### src/rtl/debounce_bank_pkg.sv
// debounce_bank_pkg: shared state encoding and default parameters for the debounce bank
package debounce_bank_pkg;
  localparam int DEF_N_CH = 18;
  localparam int DEF_CNT_W = 20;
  localparam int DEF_SYNC_STAGES = 2;
  localparam logic [1:0] S_OFF = 2'b00;
  localparam logic [1:0] S_OFF_2_ON = 2'b01;
  localparam logic [1:0] S_ON = 2'b10;
  localparam logic [1:0] S_ON_2_OFF = 2'b11;
endpackage

### src/rtl/debounce_bank_if.sv
// debounce_bank_if: switch inputs, threshold and debounced outputs of the bank
interface debounce_bank_if import debounce_bank_pkg::*; #(
  parameter int N_CH = DEF_N_CH,
  parameter int CNT_W = DEF_CNT_W
);
  logic [N_CH-1:0] noisy;
  logic [CNT_W-1:0] thresh;
  logic [N_CH-1:0] clean;
  logic [N_CH-1:0] rise;
  logic [N_CH-1:0] fall;
  logic any_change;
  modport master(output noisy, thresh, input clean, rise, fall, any_change);
  modport slave(input noisy, thresh, output clean, rise, fall, any_change);
endinterface

### src/rtl/debounce_channel.sv
// debounce_channel: synchroniser, debounce fsm, counter and edge pulses for one switch
module debounce_channel import debounce_bank_pkg::*; #(
  parameter int CNT_W = DEF_CNT_W,
  parameter int SYNC_STAGES = DEF_SYNC_STAGES
) (
  input  logic             clk,
  input  logic             rst,
  input  logic             noisy,
  input  logic [CNT_W-1:0] thresh,
  output logic             clean,
  output logic             rise,
  output logic             fall,
  output logic             event_nxt
);
  logic [SYNC_STAGES-1:0] sync_q;
  logic sync, done, rise_d, fall_d;
  logic [1:0] state, state_d;
  logic [CNT_W-1:0] cnt, cnt_d;
  assign sync = sync_q[SYNC_STAGES-1];
  assign clean = state[1];
  assign event_nxt = done;
  always_ff @(posedge clk or posedge rst)
    if (rst) sync_q <= '0;
    else sync_q <= {sync_q[SYNC_STAGES-2:0], noisy};
  always_comb begin
    done = ((state == S_OFF_2_ON && sync) || (state == S_ON_2_OFF && !sync)) && cnt >= thresh;
    state_d = state == S_OFF ? (sync ? S_OFF_2_ON : S_OFF) :
              state == S_ON ? (sync ? S_ON : S_ON_2_OFF) :
              state == S_OFF_2_ON ? (!sync ? S_OFF : done ? S_ON : S_OFF_2_ON) :
              (sync ? S_ON : done ? S_OFF : S_ON_2_OFF);
    cnt_d = (state[0] && state_d == state) ? cnt + CNT_W'(1) : '0;
    rise_d = done && state == S_OFF_2_ON;
    fall_d = done && state == S_ON_2_OFF;
  end
  always_ff @(posedge clk or posedge rst)
    if (rst) begin
      state <= S_OFF;
      cnt <= '0;
      rise <= 1'b0;
      fall <= 1'b0;
    end else begin
      state <= state_d;
      cnt <= cnt_d;
      rise <= rise_d;
      fall <= fall_d;
    end
endmodule

### src/rtl/debounce_bank.sv
// debounce_bank: N_CH independent switch debouncers with a shared any_change flag
module debounce_bank import debounce_bank_pkg::*; #(
  parameter int N_CH = DEF_N_CH,
  parameter int CNT_W = DEF_CNT_W,
  parameter int SYNC_STAGES = DEF_SYNC_STAGES
) (
  input logic clk,
  input logic rst,
  debounce_bank_if.slave bus
);
  logic [N_CH-1:0] ev;
  for (genvar i = 0; i < N_CH; i++) begin : g_ch
    debounce_channel #(.CNT_W(CNT_W), .SYNC_STAGES(SYNC_STAGES)) u_ch (
      .clk(clk),
      .rst(rst),
      .noisy(bus.noisy[i]),
      .thresh(bus.thresh),
      .clean(bus.clean[i]),
      .rise(bus.rise[i]),
      .fall(bus.fall[i]),
      .event_nxt(ev[i])
    );
  end
  always_ff @(posedge clk or posedge rst)
    if (rst) bus.any_change <= 1'b0;
    else bus.any_change <= |ev;
endmodule

### src/flat_wrapper.sv
// flat-port wrapper written by rule: the top's interface ports become plain ports
module debounce_bank_flat import debounce_bank_pkg::*;
#(
  parameter int N_CH = DEF_N_CH,
  parameter int CNT_W = DEF_CNT_W,
  parameter int SYNC_STAGES = DEF_SYNC_STAGES
)
  (clk, rst, bus_noisy, bus_thresh, bus_clean, bus_rise, bus_fall, bus_any_change);
  debounce_bank_if #(.N_CH(N_CH), .CNT_W(CNT_W)) bus_i ();
  input logic clk;
  input logic rst;
  input wire logic [$bits(bus_i.noisy)-1:0] bus_noisy;
  input wire logic [$bits(bus_i.thresh)-1:0] bus_thresh;
  output wire logic [$bits(bus_i.clean)-1:0] bus_clean;
  output wire logic [$bits(bus_i.rise)-1:0] bus_rise;
  output wire logic [$bits(bus_i.fall)-1:0] bus_fall;
  output wire logic [$bits(bus_i.any_change)-1:0] bus_any_change;
  assign bus_i.noisy = bus_noisy;
  assign bus_i.thresh = bus_thresh;
  assign bus_clean = bus_i.clean;
  assign bus_rise = bus_i.rise;
  assign bus_fall = bus_i.fall;
  assign bus_any_change = bus_i.any_change;
  debounce_bank #(.N_CH(N_CH), .CNT_W(CNT_W), .SYNC_STAGES(SYNC_STAGES)) u_core (.clk(clk), .rst(rst), .bus(bus_i));
endmodule
### config.mk
export PLATFORM = sky130hd
export DESIGN_NAME = debounce_bank_flat
export DESIGN_NICKNAME = d
export VERILOG_FILES = /design/src/rtl/debounce_bank_pkg.sv /design/src/rtl/debounce_bank_if.sv /design/src/rtl/debounce_channel.sv /design/src/rtl/debounce_bank.sv /design/src/flat_wrapper.sv
export SDC_FILE = /design/constraint.sdc
export NUM_CORES = 1
export LEC_CHECK = 0
export CORE_MARGIN = 5
export CORE_UTILIZATION = 27
export DETAILED_ROUTE_END_ITERATION = 16
export GPL_TIMING_DRIVEN = 0
export HOLD_SLACK_MARGIN = 0.03
export PLACE_DENSITY = 0.54
export SETUP_SLACK_MARGIN = 0.5
export SLEW_MARGIN = 20
export SYNTH_ARGS = -nofsm -noshare
export SYNTH_HDL_FRONTEND = slang
export SYNTH_SLANG_ARGS = --single-unit
### constraint.sdc
create_clock -name clk -period 41.4 [get_ports clk]
set_input_delay 4.14 -clock clk [delete_from_list [all_inputs] [get_ports clk]]
set_output_delay 4.14 -clock clk [all_outputs]
set_load 0.03 [all_outputs]
# After elaboration in Yosys (flattened, before gate mapping)
# Index checks and enable logic that the tools add are counted.
[word_totals]
register_bits = 469
output_inout_bits = 55
wordCells = 542
[classes]
n_eq_ne = 72
mux = 180
n_addsub = 18
reduce_logical = 163
n_lt_le_gt_ge = 18
[op_table]
columns = ["op", "n"]
rows = [
  ["$add A20 B1 Y20 const B", 18],
  ["$ge A20 B20 Y1", 18],
  ["$mux W20", 18],
  ["$mux W2", 126],
  ["$logic_and A1 B1 Y1", 108],
  ["$eq A2 B2 Y1 const B", 36],
  ["$eq A2 B1 Y1 const B", 18],
  ["$eq A2 B2 Y1", 18],
  ["$logic_not A2 Y1", 18],
  ["$mux W1", 36],
  ["$logic_not A1 Y1", 18],
  ["$logic_or A1 B1 Y1", 18],
  ["$reduce_or A18 Y1", 1],
]

# Depth between registers and ports, before layout
[depth]
word_depth = 12
ltp_mapped = 12
mapped_depth_nobuf = 10

# Modules after synthesis
# From an unflattened synthesis, not the netlist that was laid out.
[hier_totals]
cells_unflattened = 3122
area_unflattened_um2 = 29615.9
[by_module_without_submodules]
columns = ["mod", "cells_per_inst", "seq_area_each_um2", "area_per_inst_um2", "instances"]
rows = [
  ["debounce_channel", 173, 650.6, 1641.6, 18],
  ["debounce_bank", 8, 25.0, 67.6, 1],
]

# Worst setup path before layout
# OpenSTA, ideal clock, no wires.
[synth_path]
path_type = "input port to flip-flop"
start = "in bus_thresh[14]"
end = "reg u_core.g_ch[8].u_ch.fall"
n_path_buf = 0
stages = 10
setup_ps = 72
setup_slack_ps = 34957
t_arrival_ps = 6371
cell_sequence = "inv_1 > ha_1 > a21o_1 > a221o_1 > a221oi_1 > o21ai_0 > a21oi_2 > nand2b_1 > mux2_1 > nor2_1"
[synth_via]
elab_chain_cells = 3
[synth_lines]
columns = ["item", "line_no", "text"]
rows = [
  ["start: declaration", "flat_wrapper.sv:13", "input wire logic [$bits(bus_i.thresh)-1:0] bus_thresh;"],
  ["$ge A20 B20 Y1", "debounce_channel.sv:26", "done = ((state == S_OFF_2_ON && sync) || (state == S_ON_2_OFF && !sync)) && cnt >= thresh;"],
  ["$logic_and A1 B1 Y1", "debounce_channel.sv:26", ""],
  ["$logic_and A1 B1 Y1", "debounce_channel.sv:33", "fall_d = done && state == S_ON_2_OFF;"],
  ["named net u_core.g_ch[8].u_ch.fall_d", "debounce_channel.sv:16", "logic sync, done, rise_d, fall_d;"],
  ["end signal: assignment", "debounce_channel.sv:45", "fall <= fall_d;"],
  ["end: declaration", "debounce_channel.sv:12", "output logic fall,"],
]
# The timed path passes the listed nets, and every way through them passes these cells.

# Final worst setup path
[layout_path]
start = "in bus_thresh[18]"
end = "reg u_core.bus.any_change"
[layout_via]
elab_chain_cells = 3
word_cells_on_any_way = 37
cone_classes = "order compare (18); reduce/logical (19)"
[layout_lines]
columns = ["item", "line_no", "text"]
rows = [
  ["$ge A20 B20 Y1", "debounce_channel.sv:26", ""],
  ["$logic_and A1 B1 Y1", "debounce_channel.sv:26", ""],
  ["$reduce_or A18 Y1 (*)", "debounce_bank.sv:26", "else bus.any_change <= |ev;"],
  ["end signal: assignment", "debounce_bank.sv:26", ""],
  ["end: declaration", "debounce_bank_if.sv:13", "modport slave(input noisy, thresh, output clean, rise, fall, any_change);"],
]
# Mark *: on every way between the ends. The rest lies on a longest branch, timed or not.

==> impl_metrics.toml <==
[run_status]
status = "finished clean"

[synth]
synth_ff_type = "dfrtp_1"
synth_area_um2 = 28200
async_reset_ff_frac = 1.00
ys_ff_latch = 469
yosysWarnings = 0
yosysSeqAreaShare = 0.416
synth_area_per_cell_um2 = 9.62
synthTopCellsByArea = "dfrtp_1 (42%), ha_1 (17%), nor2_1 (6.4%)"
synth_nets = 3349
yosysTopAreaCell = "dfrtp_1"
syn_inst = 2931
synth_top_area_share = 0.416
synth_cell_type_count = 62
synth_edf_count = 0

[critical_path]
cp-startpoint = "bus_thresh[18]"
r2r-start = "u_core.g_ch[7].u_ch.cnt[15]$_DFF_PP0_"
cp_max_fo = 18
required_ns = 41.90
r2r_slack_ns = 37.60
r2r-end = "u_core.bus.any_change$_DFF_PP0_"
cpMostUsedCell = "nand2_1"
crit_type = "primary input to register"
endpoint = "u_core.bus.any_change$_DFF_PP0_"
crit_path_max_incr_delay_ns = 0.78
worstPathCellList = "clkdlybuf4s50_1 > inv_2 > ha_1 > a21oi_1 > nand2_1 > a221oi_1 > nor2b_1 > nor2_1 > nand4_1 > nor4_1 > nand2_1"
cp-end-kind = "register"
cp.arrival_ns = 8.17
start_kind = "primary input"
cpMaxStageDelayCell = "nor4_1"
rr_worst_depth = 9

[pwr]
switching_share = 0.242
leakagePower_nw = 15.5
p_int_mw = 0.839
power_density_nw_per_um2 = 33.0
p_clk_frac = 0.515
power.switching_mw = 0.268
combPwrFrac = 0.063
vdd_drop_max_mv = 0.0299
sequentialPowerShare = 0.422

[placed_design]
dpl.hpwl_um = 49600
portBuffers = 94
dpl_worst_slack_ns = 33.09
finalWeightedCongestion = 0.761
postPlaceCellArea_um2 = 31400

[timing]
slew_violations = 0
slew_headroom = 0.401
tightest_slew_ns = 0.890
setup_violations = 0
setup_slack_ns = 33.73
hold_violations = 0
finalSetupTns_ns = 0
period_minus_slack_ns = 7.67
rsz0062_at_grt = "false"
fmax_mhz = 130
period_share = 0.185
skew_ns = 0.0249

[cts]
clock_tree.buffer_depth = 3
root_buffer = "clkbuf_16"
cts_resized = 0
clkSlewWorstSetupHoldPaths_ns = 0.06
post_cts_buffers = 0
clk_latency_ns = 0.66
cts_hold_buf = 0
clock-sinks = 469
htree_levels = 2
cts_made_buffers = 60
tritoncts = "done"

[grt]
antenna_found_initial = 1
grtUsageTotal = 0.128
grt_pass1_vias = 20300
overflow = 0
grt_pass1_wl_um = 114000
grt_max_degree = 98

[drt]
drtIter0Drc = 947
drtAntennaViolNets = 0
route.detailed.drc = 0
routed_wl_um = 71900
first_pass_iters = 4
wl_per_cell_um = 15.9
avgViaCountPerCell = 4.57
vias = 20700

[cells_and_area]
seq_area_um2 = 11700
design_area_um2 = 33600
multi_input_area_um2 = 15400
synthToLayoutAreaGrowth_pct = 19.0
layout-drive-gt1-share = 0.0789
fin_nets = 3528
fillers = 10700

[die]
fp.dieArea_um2 = 111000
rows = 118
io_pins = 95
core_um2 = 104000
initial_core_util = 0.272
die_w_um = 333
die_y_um = 333

[min_path]
hold_path_class = "register to register"

[flow_run]
maxCapViolations = 0
[power by group through the flow]
stage | logic, mW | registers [mW] | clock network [mW]
after CTS | 0.0724 | 0.467 | 0.593
after global routing | 0.0797 | 0.467 | 0.609
after detailed placement | 0.0721 | 0.475 | 0
after global placement | 0.0642 | 0.476 | 0
after floorplan | 0.0387 | 0.474 | 0
final | 0.0701 | 0.467 | 0.570
[state kept, by name (all words and copies together) (netlist names)]
register                 flops
u_core.g_ch.u_ch.cnt       360
u_core.g_ch.u_ch.rise       18
u_core.g_ch.u_ch.sync_q     36
u_core.g_ch.u_ch.fall       18
u_core.bus.any_change        1
u_core.g_ch.u_ch.state      36
[worst max-delay path: cells and delay by family]
kind | cells | cell delay (ns)
compound gates | 2 | 0.63
fa+ha+maj | 1 | 0.40
buf+inv | 2 | 0.98
simple gates | 6 | 1.99
[synth_stat cells, types with 5 or more instances]
library cell	number
o21a_1	5
nand4_1	78
inv_1	110
clkbuf_1	26
a221oi_1	8
or2_2	7
nand2b_1	13
ha_1	378
a31oi_1	6
o21ai_0	73
nor2_1	483
xor2_1	207
or3_1	5
o31ai_1	5
a21oi_1	115
nor3b_1	11
nor2b_1	23
nor4_1	8
a21o_1	28
nor3_1	51
a211oi_1	21
mux2_2	11
nand2_1	222
and4_1	22
nand3_1	177
buf_2	15
buf_4	54
and3_1	82
and2_1	27
dfrtp_1	469
a211o_1	5
xnor2_1	132
o211ai_1	7
[per-stage QoR]
stage,hold WS (ns),power (mW),util,instances
6_report,0.345,1.11,0.324,4537
5_1_grt,0.351,1.16,0.324,4536
4_1_cts,0.349,1.13,0.324,4536
3_5_place_dp,0.335,0.547,0.303,4428
3_3_place_gp,0.333,0.540,0.298,4405
2_1_floorplan,0.331,0.513,-,2931
[per-layer routing]
layer,vias up,track usage,share of wire
li1,10400,-,-
met4,0,0.0325,0.025
met3,101,0.0222,0.038
met5,-,0,0
met1,9915,0.180,0.49
met2,279,0.206,0.45
[worst min path at each step]
stage | slack [ns] | cells past startpoint | startpoint | end
2_1_floorplan | 0.33 | 0 | u_core.g_ch[0].u_ch.sync_q[0]$_DFF_PP0_ | u_core.g_ch[0].u_ch.sync_q[1]$_DFF_PP0_
3_3_place_gp | 0.33 | 0 | u_core.g_ch[10].u_ch.sync_q[0]$_DFF_PP0_ | u_core.g_ch[10].u_ch.sync_q[1]$_DFF_PP0_
3_5_place_dp | 0.33 | 0 | u_core.g_ch[10].u_ch.sync_q[0]$_DFF_PP0_ | u_core.g_ch[10].u_ch.sync_q[1]$_DFF_PP0_
4_1_cts | 0.35 | 0 | u_core.g_ch[10].u_ch.sync_q[0]$_DFF_PP0_ | u_core.g_ch[10].u_ch.sync_q[1]$_DFF_PP0_
5_1_grt | 0.35 | 0 | u_core.g_ch[0].u_ch.sync_q[0]$_DFF_PP0_ | u_core.g_ch[0].u_ch.sync_q[1]$_DFF_PP0_
6_report | 0.34 | 0 | u_core.g_ch[14].u_ch.sync_q[0]$_DFF_PP0_ | u_core.g_ch[14].u_ch.sync_q[1]$_DFF_PP0_
[cell type report]
cell class / instances / area share
antenna: 1 / 0.0000746
buffer: 99 / 0.0186
clock buffer: 81 / 0.0513
clock inverter: 27 / 0.0130
inverter: 110 / 0.0125
multi-input combinational: 2253 / 0.459
sequential: 469 / 0.350
tap: 1380 / 0.0515
timing repair buffer: 117 / 0.0439
[cells in the final DEF, fill, tap and decap left out, types with 60 or more instances in the layout]
master,n
nor2_1,483
dfrtp_1,469
ha_1,378
nand2_1,222
xor2_1,207
nand3_1,177
xnor2_1,132
a21oi_1,115
clkdlybuf4s50_1,93
inv_1,90
and3_1,82
nand4_1,78
o21ai_0,73
clkbuf_16,60
[cells by family (layout without fill, tap and decap cells)]
group	count (synthesis)	count (layout)	share of synthesized area
other	0	1	0
adders and majority gates	378	378	0.168
and+or+nand+nor	1221	1221	0.202
AOI/OAI and AO/OA	302	302	0.0669
buffers and inverters	209	434	0.0368
xor gates and xnor gates	339	339	0.105
muxes	13	13	0.00515
DFF	469	469	0.416
Note: power is estimated with default switching activity, not from simulation.
